--- src/rtl/store_pkg.sv ---
// store_pkg: store size encodings and store-merge FSM state encoding
package store_pkg;
  localparam logic [1:0] SZ_SW  = 2'b00;
  localparam logic [1:0] SZ_SH  = 2'b01;
  localparam logic [1:0] SZ_SB  = 2'b10;
  localparam logic [1:0] SZ_RSV = 2'b11;
  typedef enum logic [2:0] {
    S_IDLE  = 3'd0,
    S_READ  = 3'd1,
    S_MERGE = 3'd2,
    S_WRITE = 3'd3,
    S_DONE  = 3'd4
  } state_t;
endpackage

--- src/rtl/store_lane_merge.sv ---
// store_lane_merge: replace the little-endian byte lanes selected by size/lane with new data
module store_lane_merge
  import store_pkg::*;
(
  input  logic [31:0] old_word,
  input  logic [31:0] new_data,
  input  logic [1:0]  size,
  input  logic [1:0]  lane,
  output logic [31:0] merged
);
  logic [3:0]  be;
  logic [31:0] rep;
  assign be  = size == SZ_SW ? 4'hf : size == SZ_SH ? (lane[1] ? 4'hc : 4'h3) : 4'h1 << lane;
  assign rep = size == SZ_SW ? new_data : size == SZ_SH ? {2{new_data[15:0]}} : {4{new_data[7:0]}};
  for (genvar i = 0; i < 4; i++) begin : g_lane
    assign merged[8*i +: 8] = be[i] ? rep[8*i +: 8] : old_word[8*i +: 8];
  end
endmodule

--- src/rtl/store_merge_unit.sv ---
// store_merge_unit: SW/SH/SB store path with read-modify-write for partial stores (STORE_ALIGN_CHECK_EN rejects odd SH)
module store_merge_unit
  import store_pkg::*;
#(
  parameter int DATA_W  = 32,
  parameter int ADDR_W  = 32,
  parameter int MEM_LAT = 1
) (
  input  logic              clk,
  input  logic              reset,
  input  logic              start,
  input  logic [1:0]        size,
  input  logic [ADDR_W-1:0] addr,
  input  logic [DATA_W-1:0] store_data,
  input  logic [DATA_W-1:0] mem_rdata,
  output logic [ADDR_W-1:0] mem_addr,
  output logic [DATA_W-1:0] mem_wdata,
  output logic              mem_wr,
  output logic              busy,
  output logic              done,
  output logic              misalign
);
  localparam int CW = MEM_LAT > 1 ? $clog2(MEM_LAT) : 1;
  state_t            state, state_nx;
  logic [1:0]        sz, lane;
  logic [DATA_W-1:0] data, merged;
  logic [CW-1:0]     cnt;
  logic              err, bad;
`ifdef STORE_ALIGN_CHECK_EN
  assign bad = size == SZ_RSV || (size == SZ_SH && addr[0]);
`else
  assign bad = size == SZ_RSV;
`endif
  store_lane_merge u_merge (
    .old_word (mem_rdata),
    .new_data (data),
    .size     (sz),
    .lane     (lane),
    .merged   (merged)
  );
  // state register
  always_ff @(posedge clk or negedge reset)
    if (!reset) state <= S_IDLE;
    else state <= state_nx;
  // next-state decode and status outputs
  always_comb begin
    state_nx = state == S_IDLE  ? (start ? (bad ? S_DONE : size == SZ_SW ? S_WRITE : S_READ) : S_IDLE)
             : state == S_READ  ? (cnt == CW'(MEM_LAT - 1) ? S_MERGE : S_READ)
             : state == S_MERGE ? S_WRITE
             : state == S_WRITE ? S_DONE
             : S_IDLE;
    busy     = state != S_IDLE;
    done     = state == S_DONE;
    misalign = done & err;
  end
  // request capture, read-latency counter, merged word and write strobe
  always_ff @(posedge clk or negedge reset)
    if (!reset) begin
      mem_addr  <= '0;
      mem_wdata <= '0;
      mem_wr    <= 1'b0;
      sz        <= SZ_SW;
      lane      <= 2'b00;
      data      <= '0;
      err       <= 1'b0;
      cnt       <= '0;
    end else begin
      mem_wr <= state_nx == S_WRITE;
      cnt    <= state == S_READ ? cnt + 1'b1 : '0;
      if (state == S_IDLE && start) begin
        sz        <= size;
        lane      <= addr[1:0];
        data      <= store_data;
        err       <= bad;
        mem_addr  <= {addr[ADDR_W-1:2], 2'b00};
        mem_wdata <= store_data;
      end
      if (state == S_MERGE) mem_wdata <= merged;
    end
endmodule

--- config.mk ---
export PLATFORM = sky130hd
export DESIGN_NAME = store_merge_unit
export DESIGN_NICKNAME = d
export VERILOG_FILES = /design/src/rtl/store_pkg.sv /design/src/rtl/store_lane_merge.sv /design/src/rtl/store_merge_unit.sv
export SDC_FILE = /design/constraint.sdc
export NUM_CORES = 1
export LEC_CHECK = 0
export ABC_CLOCK_PERIOD_IN_PS = 3070
export CAP_MARGIN = 0
export CELL_PAD_IN_SITES_DETAIL_PLACEMENT = 0
export CELL_PAD_IN_SITES_GLOBAL_PLACEMENT = 2
export CORE_ASPECT_RATIO = 0.5
export CORE_UTILIZATION = 30
export CTS_BUF_LIST = sky130_fd_sc_hd__clkbuf_16
export CTS_CLUSTER_DIAMETER = 120
export DETAILED_ROUTE_END_ITERATION = 10
export GPL_TIMING_DRIVEN = 0
export PLACE_DENSITY = 0.88
export SYNTH_ARGS = -nofsm -noshare
export SYNTH_HDL_FRONTEND = slang
export SYNTH_HIERARCHICAL = 1
export SYNTH_SLANG_ARGS = --single-unit
--- constraint.sdc ---
create_clock -name clk -period 3.07 [get_ports clk]
set_input_delay 0.4605 -clock clk [delete_from_list [all_inputs] [get_ports clk]]
set_output_delay 0.4605 -clock clk [all_outputs]
set_load 0.03 [all_outputs]
[After elaboration in Yosys (flattened, before gate mapping)]
Cells that the tools add are included.
W data, S select, Z words.
Storage, ports and cells
  output and inout port bits: 68
  flip-flop bits (word level): 104
  logic and storage cells: 45
  input bits: 101
Operators by class
  equal/unequal tests: 7
  shifts and indexed selects: 1
  reduce and logical (&&, ||, !) cells: 6
  $add $sub $neg: 1
  bitwise operators: 1
  mux-type cells: 20
Operators by type and width (count)
  $mux W32: 4
  $mux W8: 4
  $mux W3: 6
  $mux W4: 3
  $eq A3 B2 Y1 const B: 3
  $logic_not A2 Y1: 2
  $mux W2: 2
  $shl A1 B2 Y4 const A: 1
  $eq A3 B1 Y1 const B: 1
  $eq A3 B3 Y1 const B: 1
  $logic_not A3 Y1: 1
  $reduce_bool A3 Y1: 1
  $eq A2 B1 Y1 const B: 1
  $eq A2 B2 Y1 const B: 1
  $reduce_bool A2 Y1: 1
  $add A1 B1 Y1 const B: 1
  $and A1 B1 Y1: 1
  $logic_and A1 B1 Y1: 1
  $mux W1: 1

[Logic depth before layout (Yosys ltp)]
Gate-level depths: netlist of the first run.
  word-level depth: 6
  mapped depth: 7
  gate-level depth less buffers: 4

[By module]
Netlist of the first run, hierarchy kept.
Modules (own cells, without submodules)
  store_merge_unit: cells each 353, area an instance 4072.7 um2, sequential area each 2602.5 um2, instances 1
  store_lane_merge: cells each 98, area an instance 862.1 um2, sequential area each 0.0 um2, instances 1

[Worst setup path after synthesis of the first run]
No wires, ideal clock.
  kind: reg-to-reg
  start: register sz[1]
  end: register mem_wdata[16]
  library setup time: 0.126 ns
  cell stages (with the launch flop): 6
  required time: 2.944 ns
  path buffers: 1
  path slack: 1.248 ns
  clock period less this slack: 1.822 ns
  arrival: 1.696 ns
  cells stage by stage: dfrtp_1 -> buf_4 -> nor2_2 -> mux2_2 -> mux2_2 -> a221o_1
On the way
  longest elaborated chain between the ends: 5
  elaborated cells between the ends (all ways): 7
  classes of those cells: eq/ne: 1; mux: 5; reduce/logical: 1
RTL lines
  start: declaration: RTL line store_merge_unit.sv:25  | logic [1:0] sz, lane;
  start signal: assignment: RTL line store_merge_unit.sv:71  | sz <= size;
  $eq A2 B1 Y1: RTL line store_lane_merge.sv:13  | assign be = size == SZ_SW ? 4'hf : size == SZ_SH ? (lane[1] ? 4'hc : 4'h3) : 4'h1 << lane;
  $mux W4 (2 in a row): RTL line store_lane_merge.sv:13
  $mux W8 *: RTL line store_lane_merge.sv:16  | assign merged[8*i +: 8] = be[i] ? rep[8*i +: 8] : old_word[8*i +: 8];
  via merged[16]: RTL line store_merge_unit.sv:26  | logic [DATA_W-1:0] data, merged;
  $mux W32 *: RTL line store_merge_unit.sv:78  | if (state == S_MERGE) mem_wdata <= merged;
  end signal: assignment: RTL line store_merge_unit.sv:76  | mem_wdata <= store_data;
  end signal: assignment: RTL line store_merge_unit.sv:78
  end: declaration: RTL line store_merge_unit.sv:17  | output logic [DATA_W-1:0] mem_wdata,
The timed path passes the listed nets; every way through them passes the cells marked *.
A chain may end at the register's enable or synchronous reset.

[Final worst setup path of the first run]
  start: register state[0]
  end: output port misalign
On the way
  longest elaborated chain between the ends: 2
RTL lines
  start: declaration: RTL line store_merge_unit.sv:24  | state_t state, state_nx;
  start signal: assignment: RTL line store_merge_unit.sv:44  | else state <= state_nx;
  $eq A3 B3 Y1: RTL line store_merge_unit.sv:53  | done = state == S_DONE;
  $and A1 B1 Y1: RTL line store_merge_unit.sv:54  | misalign = done & err;
  end: declaration: RTL line store_merge_unit.sv:21  | output logic misalign
Every way passes these cells.

==> results of run 1 <==
## area by class of cell
class,count,area (µm²),share of cell area
multi-input combinational,312,2107,0.2937
clock inverter,7,47.55,0.006627
inverter,1,3.754,0.0005232
buffer,35,225.2,0.03139
timing repair buffer,167,1687,0.2351
clock buffer,9,225.2,0.03139
sequential,104,2603,0.3627
tap,221,276.5,0.03854
## Yosys cell counts (2+ instances only)
cell type    n  area share
nand2_1    105       0.080
dfrtp_1    104        0.53
mux2_2      40       0.091
and2_1      34       0.043
a21o_1      32       0.049
a221o_1     32       0.065
buf_4       10       0.015
clkbuf_1    10      0.0076
buf_2        9      0.0091
nand3_1      9      0.0091
nor2b_1      9       0.011
o21ai_0      9      0.0091
a211o_1      8       0.014
a22o_1       8       0.014
buf_6        6       0.014
nor2_1       4      0.0030
a21oi_1      3      0.0030
nor2_2       2      0.0025
or3_1        2      0.0025
## worst register-to-register path, stage by stage, from the launching register on
cell and delay (ns):
dfrtp_1 0.41, buf_4 0.20, nor2_2 0.40, mux2_2 0.39
mux2_2 0.26, a221o_1 0.32
## worst min path at each step
stage,from,slack (ns),cells after the start,to
2_1_floorplan,reset,0.16,0,cnt
3_3_place_gp,cnt,0.43,1,cnt
3_5_place_dp,cnt,0.45,1,cnt
4_1_cts,reset,0.25,1,mem_addr[26]
5_1_grt,reset,0.28,1,mem_addr[26]
6_report,reset,0.22,1,mem_addr[26]
## cell families (layout without fill, tap and decap cells)
family / Yosys count / after routing / synth area share
mux: 40 / 40 / 0.09128
other cells: 1 / 2 / 0.0007599
buf+inv: 36 / 219 / 0.04640
flops: 104 / 104 / 0.5274
compound gates: 97 / 97 / 0.1671
simple gates: 173 / 173 / 0.1671
## routing by layer
layer	up-vias	part of all wire
met3	12	0.047
met2	99	0.48
met5	-	0
met4	0	0.011
li1	1944	-
met1	2077	0.47
## state kept, by name, summed over array words and instances (netlist names), 2 cells and up
| name | cells |
|---|---|
| data | 32 |
| mem_wdata | 32 |
| mem_addr | 30 |
| state | 3 |
| lane | 2 |
| sz | 2 |
## power breakdown
part / switching [mW] / internal, mW / leakage (nW)
clock: 0.549 / 0.552 / 0.133
combinational: 2.45 / 2.17 / 1.92
sequential: 0.464 / 2.04 / 1.29
total: 3.46 / 4.76 / 3.35
## through the flow
step                setup TNS (ns)  power [mW]  hold slack [ns]  area [µm²]  std cells
CTS                              0       8.290           0.2472        7174        856
global placement           -281.51       7.087           0.4331        6877        839
global route                     0       8.726           0.2831        7174        856
detailed placement               0       7.153           0.4488        6902        840
finish                           0       8.221           0.2151        7174        856
floorplan                        0       5.453           0.1649        4938        452
==> results.cfg, run 1 <==
[die]
fp.dieW_um = 183.4
core-area_um2 = 15740
die_area_um2 = 17000
io_pins = 169
num_rows = 32
die_h_um = 92.69
start_util = 0.3136

[synthesis]
synth_area_um2 = 4935
yosysUniqueCellTypes = 34
yosysSeqAreaShare = 0.5274
syn_inst = 451
async_flop_share = 1.000
synth-seq-cells = 104
synthFlopType = dfrtp_1
synth-edff-count = 0
ys_warn_count = 6
syn_avg_cell_area_um2 = 10.94

[routing]
vias = 4132
route.detailed.drc = 0
totalWireLength_um = 14900
vias_per_cell = 4.827
wl_per_cell_um = 17.40
drtIter0Drc = 189
ant_nets = 0
dr.pass1.iters = 4

[cells_and_area]
fillCellCount = 1540
antennaDiodeCount = 0
post-route-util = 0.4559
final_layout_size_suffix_gt1_frac = 0.1417
area_growth_syn_to_layout_pct = 45.39
layout_common_cells = clkdlybuf4s50_1, nand2_1, dfrtp_1, mux2_2, and2_1
nets = 731
layout_commonest_cell = clkdlybuf4s50_1

[critical_path]
critPathTopFamily = buffers and inverters
r2r_slack_ns = 0.97
reg2reg_from = sz[0]
start_kind = flop
cpPeakStageDelay_ns = 0.66
worst-path-stages = 4
r2r_end = mem_wdata[18]
cp_slowest_cell = clkdlybuf4s50_1
arrival_ns = 1.87
worstSetupStartpoint = state[0]
cp-end-kind = primary output
crit_chain = buf_2 -> nor2_1 -> and3_1 -> clkdlybuf4s50_1
path_buf_inv = 2
cp.required_ns = 2.61
rr_worst_depth = 5
cp-endpoint = misalign
critPathMaxFanout = 9
critical_path_class = reg -> out

[global_routing]
globalRouteOverflowTotal = 0
grt_max_degree = 63
grtUsageMet2 = 0.2932
grt_pass1_vias = 4377
grtUsageMet1 = 0.2404
antenna_found_initial = 0
met3_usage = 0.04247
grt_pass1_wl_um = 23500
top_usage_layer = met2
grtUsageTotal = 0.1792

[sta]
fin_ws_ns = 0.7425
finalHoldViolCount = 0
clock_skew_ns = 0.01200
tightest_slew_ns = 0.8333
drv_slew = 0
rsz0062_at_grt = no
period_share = 0.7581
min_period_ns = 2.327
fmax_ghz = 0.4297
finalSetupViolCount = 0
relSlewSlack = 0.4445

[clock_tree]
cts_buffer_depth = 2
post_cts_buffers = 0
clock_sinks = 104
cts_root_buffer = clkbuf_16
clock_latency_ns = 0.35
cts-buffers-inserted = 9
cts_tree = done
postCtsResizedCells = 0
clk_pin_slew_worst_paths_ns = 0.07
htreeDepth = 3
cts-hold-fix-buffers = 0

[power_and_ir_drop]
p_per_area_nw_per_um2 = 1146
p_leak_nw = 3.348
power.ir.vdd_worst_uv = 460.9

[placed_design]
port_buffers = 166
hpwl_um = 10910
place_ws_ns = 0.6330
place.gp.congestion = 0.7773

[flow_run]
drv_cap = 0

[outcome]
outcome = complete, no violations

[min_path]
worstHoldPathType = in -> async
No activity file was read; power rests on OpenSTA's default activity.
==> run 2: changes to the inputs <==
--- a/config.mk
+++ b/config.mk
@@ -5,17 +5,17 @@
 export SDC_FILE = /design/constraint.sdc
 export NUM_CORES = 1
 export LEC_CHECK = 0
-export ABC_CLOCK_PERIOD_IN_PS = 3070
+export ABC_CLOCK_PERIOD_IN_PS = 2300
 export CAP_MARGIN = 0
 export CELL_PAD_IN_SITES_DETAIL_PLACEMENT = 0
 export CELL_PAD_IN_SITES_GLOBAL_PLACEMENT = 2
 export CORE_ASPECT_RATIO = 0.5
-export CORE_UTILIZATION = 30
+export CORE_UTILIZATION = 28
 export CTS_BUF_LIST = sky130_fd_sc_hd__clkbuf_16
 export CTS_CLUSTER_DIAMETER = 120
 export DETAILED_ROUTE_END_ITERATION = 10
 export GPL_TIMING_DRIVEN = 0
-export PLACE_DENSITY = 0.88
+export PLACE_DENSITY = 0.83
 export SYNTH_ARGS = -nofsm -noshare
 export SYNTH_HDL_FRONTEND = slang
 export SYNTH_HIERARCHICAL = 1
==> constraint.sdc (replaced) <==
create_clock -name clk -period 2.3 [get_ports clk]
set_input_delay 0.345 -clock clk [delete_from_list [all_inputs] [get_ports clk]]
set_output_delay 0.345 -clock clk [all_outputs]
set_load 0.03 [all_outputs]
==> run 2 against run 1 <==
Sequential power grew 34%. Global-route usage shrank 0.99 points. Final cell count grew 0.70%. Non-clock buffer count is the same. Largest cell class unchanged. Design area grew 0.35%. Utilization shrank 2.8 points.
==> results.cfg, run 2 (synthesis gave the netlist of run 1 again) <==
[outcome]
outcome = complete, no violations

[sta]
tightest_slew_ns = 0.6682
relSlewSlack = 0.5546
fin_ws_ns = 0.1262
period_share = 0.9451
min_period_ns = 2.174
finalHoldViolCount = 0
fmax_ghz = 0.4600
rsz0062_at_grt = no
drv_slew = 0
clock_skew_ns = 0.008181
finalSetupViolCount = 0

[critical_path]
start_kind = flop
cp-end-kind = primary output
arrival_ns = 1.83
rr_worst_depth = 5
critical_path_class = reg -> out
critPathMaxFanout = 10
cp.required_ns = 1.96

[routing]
dr.pass1.iters = 4
drtIter0Drc = 148
totalWireLength_um = 15000
vias = 3996
route.detailed.drc = 0
wl_per_cell_um = 17.40
ant_nets = 0
vias_per_cell = 4.636

[clock_tree]
cts-buffers-inserted = 9
clk_pin_slew_worst_paths_ns = 0.07
htreeDepth = 3
cts_buffer_depth = 2
cts_tree = done
clock_sinks = 104
clock_latency_ns = 0.34
cts-hold-fix-buffers = 0
cts_root_buffer = clkbuf_16

[cells_and_area]
nets = 731
layout_common_cells = clkdlybuf4s50_1, nand2_1, dfrtp_1, mux2_2, and2_1
fin_cells = 862
area_growth_syn_to_layout_pct = 45.89
final_layout_size_suffix_gt1_frac = 0.1402
fillCellCount = 1656
antennaDiodeCount = 0
top_regs = data (32), mem_wdata (32), mem_addr (30)
layout_commonest_cell = clkdlybuf4s50_1

[die]
num_rows = 33
start_util = 0.2936
core-area_um2 = 16800
die_h_um = 95.87
die_area_um2 = 18190
fp.dieW_um = 189.7
io_pins = 169

[placed_design]
port_buffers = 166
place_ws_ns = -0.01680
dp_cells = 846
place.gp.congestion = 0.7609
hpwl_um = 11020

[global_routing]
grt_pass1_vias = 4269
grt_pass1_wl_um = 23490
grtUsageTotal = 0.1693
grt_max_degree = 57
globalRouteOverflowTotal = 0
antenna_found_initial = 0

[power_and_ir_drop]
p_leak_nw = 3.369
power.ir.vdd_worst_uv = 651.6
p_per_area_nw_per_um2 = 1530

[flow_run]
drv_cap = 0

[min_path]
worstHoldPathType = in -> async
[run 2: worst max-delay path: stages (launching register included)]
cell and delay [ns]:
dfrtp_1 0.38, buf_6 0.14, or3_1 0.38, clkdlybuf4s50_1 0.60
[run 2: final timing paths]
path / from / endpoint / slack (ns)
min reg2reg: cnt / cnt / 0.45
max: state[2] / busy / 0.13
max reg2reg: sz[0] / mem_wdata[19] / 0.17
min in group clk: cnt / cnt / 0.45
max in group asynchronous: reset / data[17] / 1.55
min: reset / mem_addr[23] / 0.03
[run 2: cell type report]
cell class | instances | area (µm²) | share of cell area
timing repair buffer | 167 | 1689 | 0.2346
multi-input combinational | 312 | 2107 | 0.2927
inverter | 1 | 3.754 | 0.0005214
clock inverter | 7 | 62.56 | 0.008690
buffer | 35 | 225.2 | 0.03128
sequential | 104 | 2603 | 0.3615
tap | 227 | 284.0 | 0.03945
clock buffer | 9 | 225.2 | 0.03128
[run 2: per-layer routing]
metal | GRT usage | vias up | share of wire | wire [µm]
met5 | 0 | - | 0 | 0
met4 | 0.03831 | 0 | 0.0093 | 140
met3 | 0.04010 | 8 | 0.047 | 700
met2 | 0.2726 | 99 | 0.47 | 7033
met1 | 0.2314 | 1951 | 0.47 | 7122
li1 | - | 1938 | - | -
[run 2: stage by stage]
| step | hold WS (ns) | total power [mW] | TNS (ns) | utilization | cell area (µm²) |
|---|---|---|---|---|---|
| after floorplan | 0.04941 | 7.278 | 0 | - | 4938 |
| after global placement | 0.4391 | 9.492 | -353.36 | 0.4096 | 6884 |
| after detailed placement | 0.4343 | 9.558 | -0.1388 | 0.4111 | 6909 |
| after CTS | 0.05694 | 11.15 | 0 | 0.4283 | 7197 |
| after global routing | 0.06917 | 11.76 | 0 | 0.4284 | 7199 |
| final | 0.03365 | 11.01 | 0 | 0.4284 | 7199 |
[run 2: report_power, final]
| group | switching, mW | leakage [nW] | internal [mW] |
|---|---|---|---|
| logic | 3.25 | 1.94 | 2.90 |
| clock network | 0.686 | 0.136 | 0.834 |
| registers | 0.625 | 1.29 | 2.72 |
| total | 4.56 | 3.37 | 6.45 |
[run 2: repair_timing]
action / CTS / global route
resized for setup: 0 / 1
setup endpoints to repair: 0 / 1
buffers inserted: 0 / 0
==> run 3: changes to the inputs <==
--- a/config.mk
+++ b/config.mk
@@ -5,17 +5,17 @@
 export SDC_FILE = /design/constraint.sdc
 export NUM_CORES = 1
 export LEC_CHECK = 0
-export ABC_CLOCK_PERIOD_IN_PS = 2300
+export ABC_CLOCK_PERIOD_IN_PS = 1800
 export CAP_MARGIN = 0
 export CELL_PAD_IN_SITES_DETAIL_PLACEMENT = 0
 export CELL_PAD_IN_SITES_GLOBAL_PLACEMENT = 2
 export CORE_ASPECT_RATIO = 0.5
-export CORE_UTILIZATION = 28
+export CORE_UTILIZATION = 25
 export CTS_BUF_LIST = sky130_fd_sc_hd__clkbuf_16
-export CTS_CLUSTER_DIAMETER = 120
+export CTS_CLUSTER_DIAMETER = 40
 export DETAILED_ROUTE_END_ITERATION = 10
 export GPL_TIMING_DRIVEN = 0
-export PLACE_DENSITY = 0.83
+export PLACE_DENSITY = 0.79
 export SYNTH_ARGS = -nofsm -noshare
 export SYNTH_HDL_FRONTEND = slang
 export SYNTH_HIERARCHICAL = 1
==> constraint.sdc (replaced) <==
create_clock -name clk -period 1.8 [get_ports clk]
set_input_delay 0.27 -clock clk [delete_from_list [all_inputs] [get_ports clk]]
set_output_delay 0.27 -clock clk [all_outputs]
set_load 0.03 [all_outputs]
==> run 3 against run 2 <==
The flow now finishes with violations (negative setup slack). Routed wire length rose by 4.2%. Via count up 3.3%. Critical path depth grew 3. Combinational power increased by 42%. Global-route usage down 1.3 points. Count of clock-buffer cells in the layout did not move. First-iteration DRC count rose by 66%. Largest cell class unchanged. Total power rose by 37%. Flip-flop and latch count did not move. Register-to-register slack worse by 0.21 ns.
==> results.cfg, run 3 (synthesis gave the netlist of run 1 again) <==
[outcome]
outcome = complete, but fails checks
failed_checks = negative setup slack

[clock_tree]
cts_buffer_depth = 2
clock_sinks = 104
htreeDepth = 3
clock_latency_ns = 0.35
cts_tree = done
clk_pin_slew_worst_paths_ns = 0.07
cts_root_buffer = clkbuf_16
cts-buffers-inserted = 9

[cells_and_area]
top_regs = data (32), mem_wdata (32), mem_addr (30)
layout_commonest_cell = clkdlybuf4s50_1
layout_common_cells = clkdlybuf4s50_1, nand2_1, dfrtp_1, and2_1
final_area_um2 = 7574
nets = 750
final_layout_size_suffix_gt1_frac = 0.1850
antennaDiodeCount = 0
area_growth_syn_to_layout_pct = 53.47

[critical_path]
cpPeakStageDelay_ns = 0.43
arrival_ns = 2.07
cp.required_ns = 2.03
start_kind = flop
critical_path_class = reg -> reg
critPathMaxFanout = 8
path_buf_inv = 2
cp_slowest_cell = dfrtp_1
reg2reg_from = sz[0]
crit_chain = buf_6 -> nor2_4 -> buf_12 -> mux2_4 -> mux2_4 -> a221o_1
cp-end-kind = flop
worstSetupStartpoint = sz[0]
critPathTopFamily = multiplexers
cp_common_cell = mux2_4

[sta]
hold_slack_ns = 0.4411
drv_slew = 0
period_share = 1.023
tightest_slew_ns = 0.6825
finalHoldViolCount = 0
rsz0062_at_grt = yes
clock_skew_ns = 0.01280
fmax_ghz = 0.5432
relSlewSlack = 0.5450
min_period_ns = 1.841
fin_ws_ns = -0.04102
tns_ns = -0.1565
finalSetupViolCount = 11

[routing]
wl_per_cell_um = 17.11
ant_nets = 0
drtIter0Drc = 246
vias = 4126
route.detailed.drc = 0
totalWireLength_um = 15620
vias_per_cell = 4.519
dr.pass1.iters = 7

[power_and_ir_drop]
power.total_mw = 15.09
power.ir.vdd_worst_uv = 798.8
p_int_mw = 8.937
switchingPower_mw = 6.154
combPwrFrac = 0.580
p_seq_frac = 0.286
p_leak_nw = 3.576
p_per_area_nw_per_um2 = 1993
switching_share = 0.4078
power_frac_clock = 0.135

[global_routing]
grt_pass1_wl_um = 24410
grt_pass1_vias = 4289
grtUsageTotal = 0.1566
antenna_found_initial = 1
globalRouteOverflowTotal = 0
grt_max_degree = 57

[die]
fp.dieW_um = 200.7
core-area_um2 = 18870
die_area_um2 = 20340
die_h_um = 101.3
io_pins = 169
num_rows = 35
start_util = 0.2615

[placed_design]
dpl_cell_area_um2 = 6954
place.gp.congestion = 0.7918
port_buffers = 166
hpwl_um = 11480

[flow_run]
drv_cap = 0

[min_path]
worstHoldPathType = in -> reg
min_from = addr[30]
run 3: layer usage:
layer,part of all wire,track usage
met1,0.48,0.2157
met2,0.47,0.2463
met3,0.045,0.04183
met4,0.011,0.03641
met5,0.00083,0
run 3: worst reg2reg max path: stages (launching register included):
cell,delay (ns)
dfrtp_1,0.43
buf_6,0.16
nor2_4,0.10
buf_12,0.15
mux2_4,0.31
mux2_4,0.25
a221o_1,0.33
run 3: path summary, 6_finish.rpt:
kind	end	slack, ns	cells past startpoint
setup reg to reg	mem_wdata[19]	-0.04	6
hold / removal	mem_addr[30]	0.44	3
setup / recovery	mem_wdata[19]	-0.04	6
hold reg to reg	cnt	0.46	1
min in group asynchronous	mem_wdata[21]	0.49	2
max in group asynchronous	mem_addr[10]	0.58	3
run 3: repair_timing:
item,in CTS,in global routing
pin swaps,13,1
gates resized for setup,41,20
hold buffers,1,0
endpoints found under the hold margin,48,0
setup buffers,16,3
gates cloned,0,1
setup endpoints to repair,62,67
run 3: power by group through the flow:
stage	clock [mW]	sequential (mW)	combinational, mW
2_1_floorplan	0	5.39	3.92
3_5_place_dp	0	4.32	7.94
4_1_cts	2.12	4.32	8.64
5_1_grt	2.21	4.46	9.40
6_report	2.03	4.31	8.75
3_3_place_gp	0	4.32	7.86
run 3: layout make-up:
type	instances	area [µm²]
plain buffers	34	255.2
clock inverters	7	80.08
well taps	259	324.1
inverters	1	3.754
clock buffers	9	225.2
flip-flops and latches	104	2604
repair buffers	187	1887
multi-input cells	312	2195
fillers	1855	11300
run 3: stage by stage:
stage / worst slack, ns / util / instances
5_1_grt: -0.09249 / 0.4013 / 913
2_1_floorplan: 0.03176 / - / 452
3_5_place_dp: -0.4844 / 0.3684 / 878
4_1_cts: -0.08613 / 0.3982 / 911
3_3_place_gp: -3.819 / 0.3671 / 877
6_report: -0.04102 / 0.4013 / 913
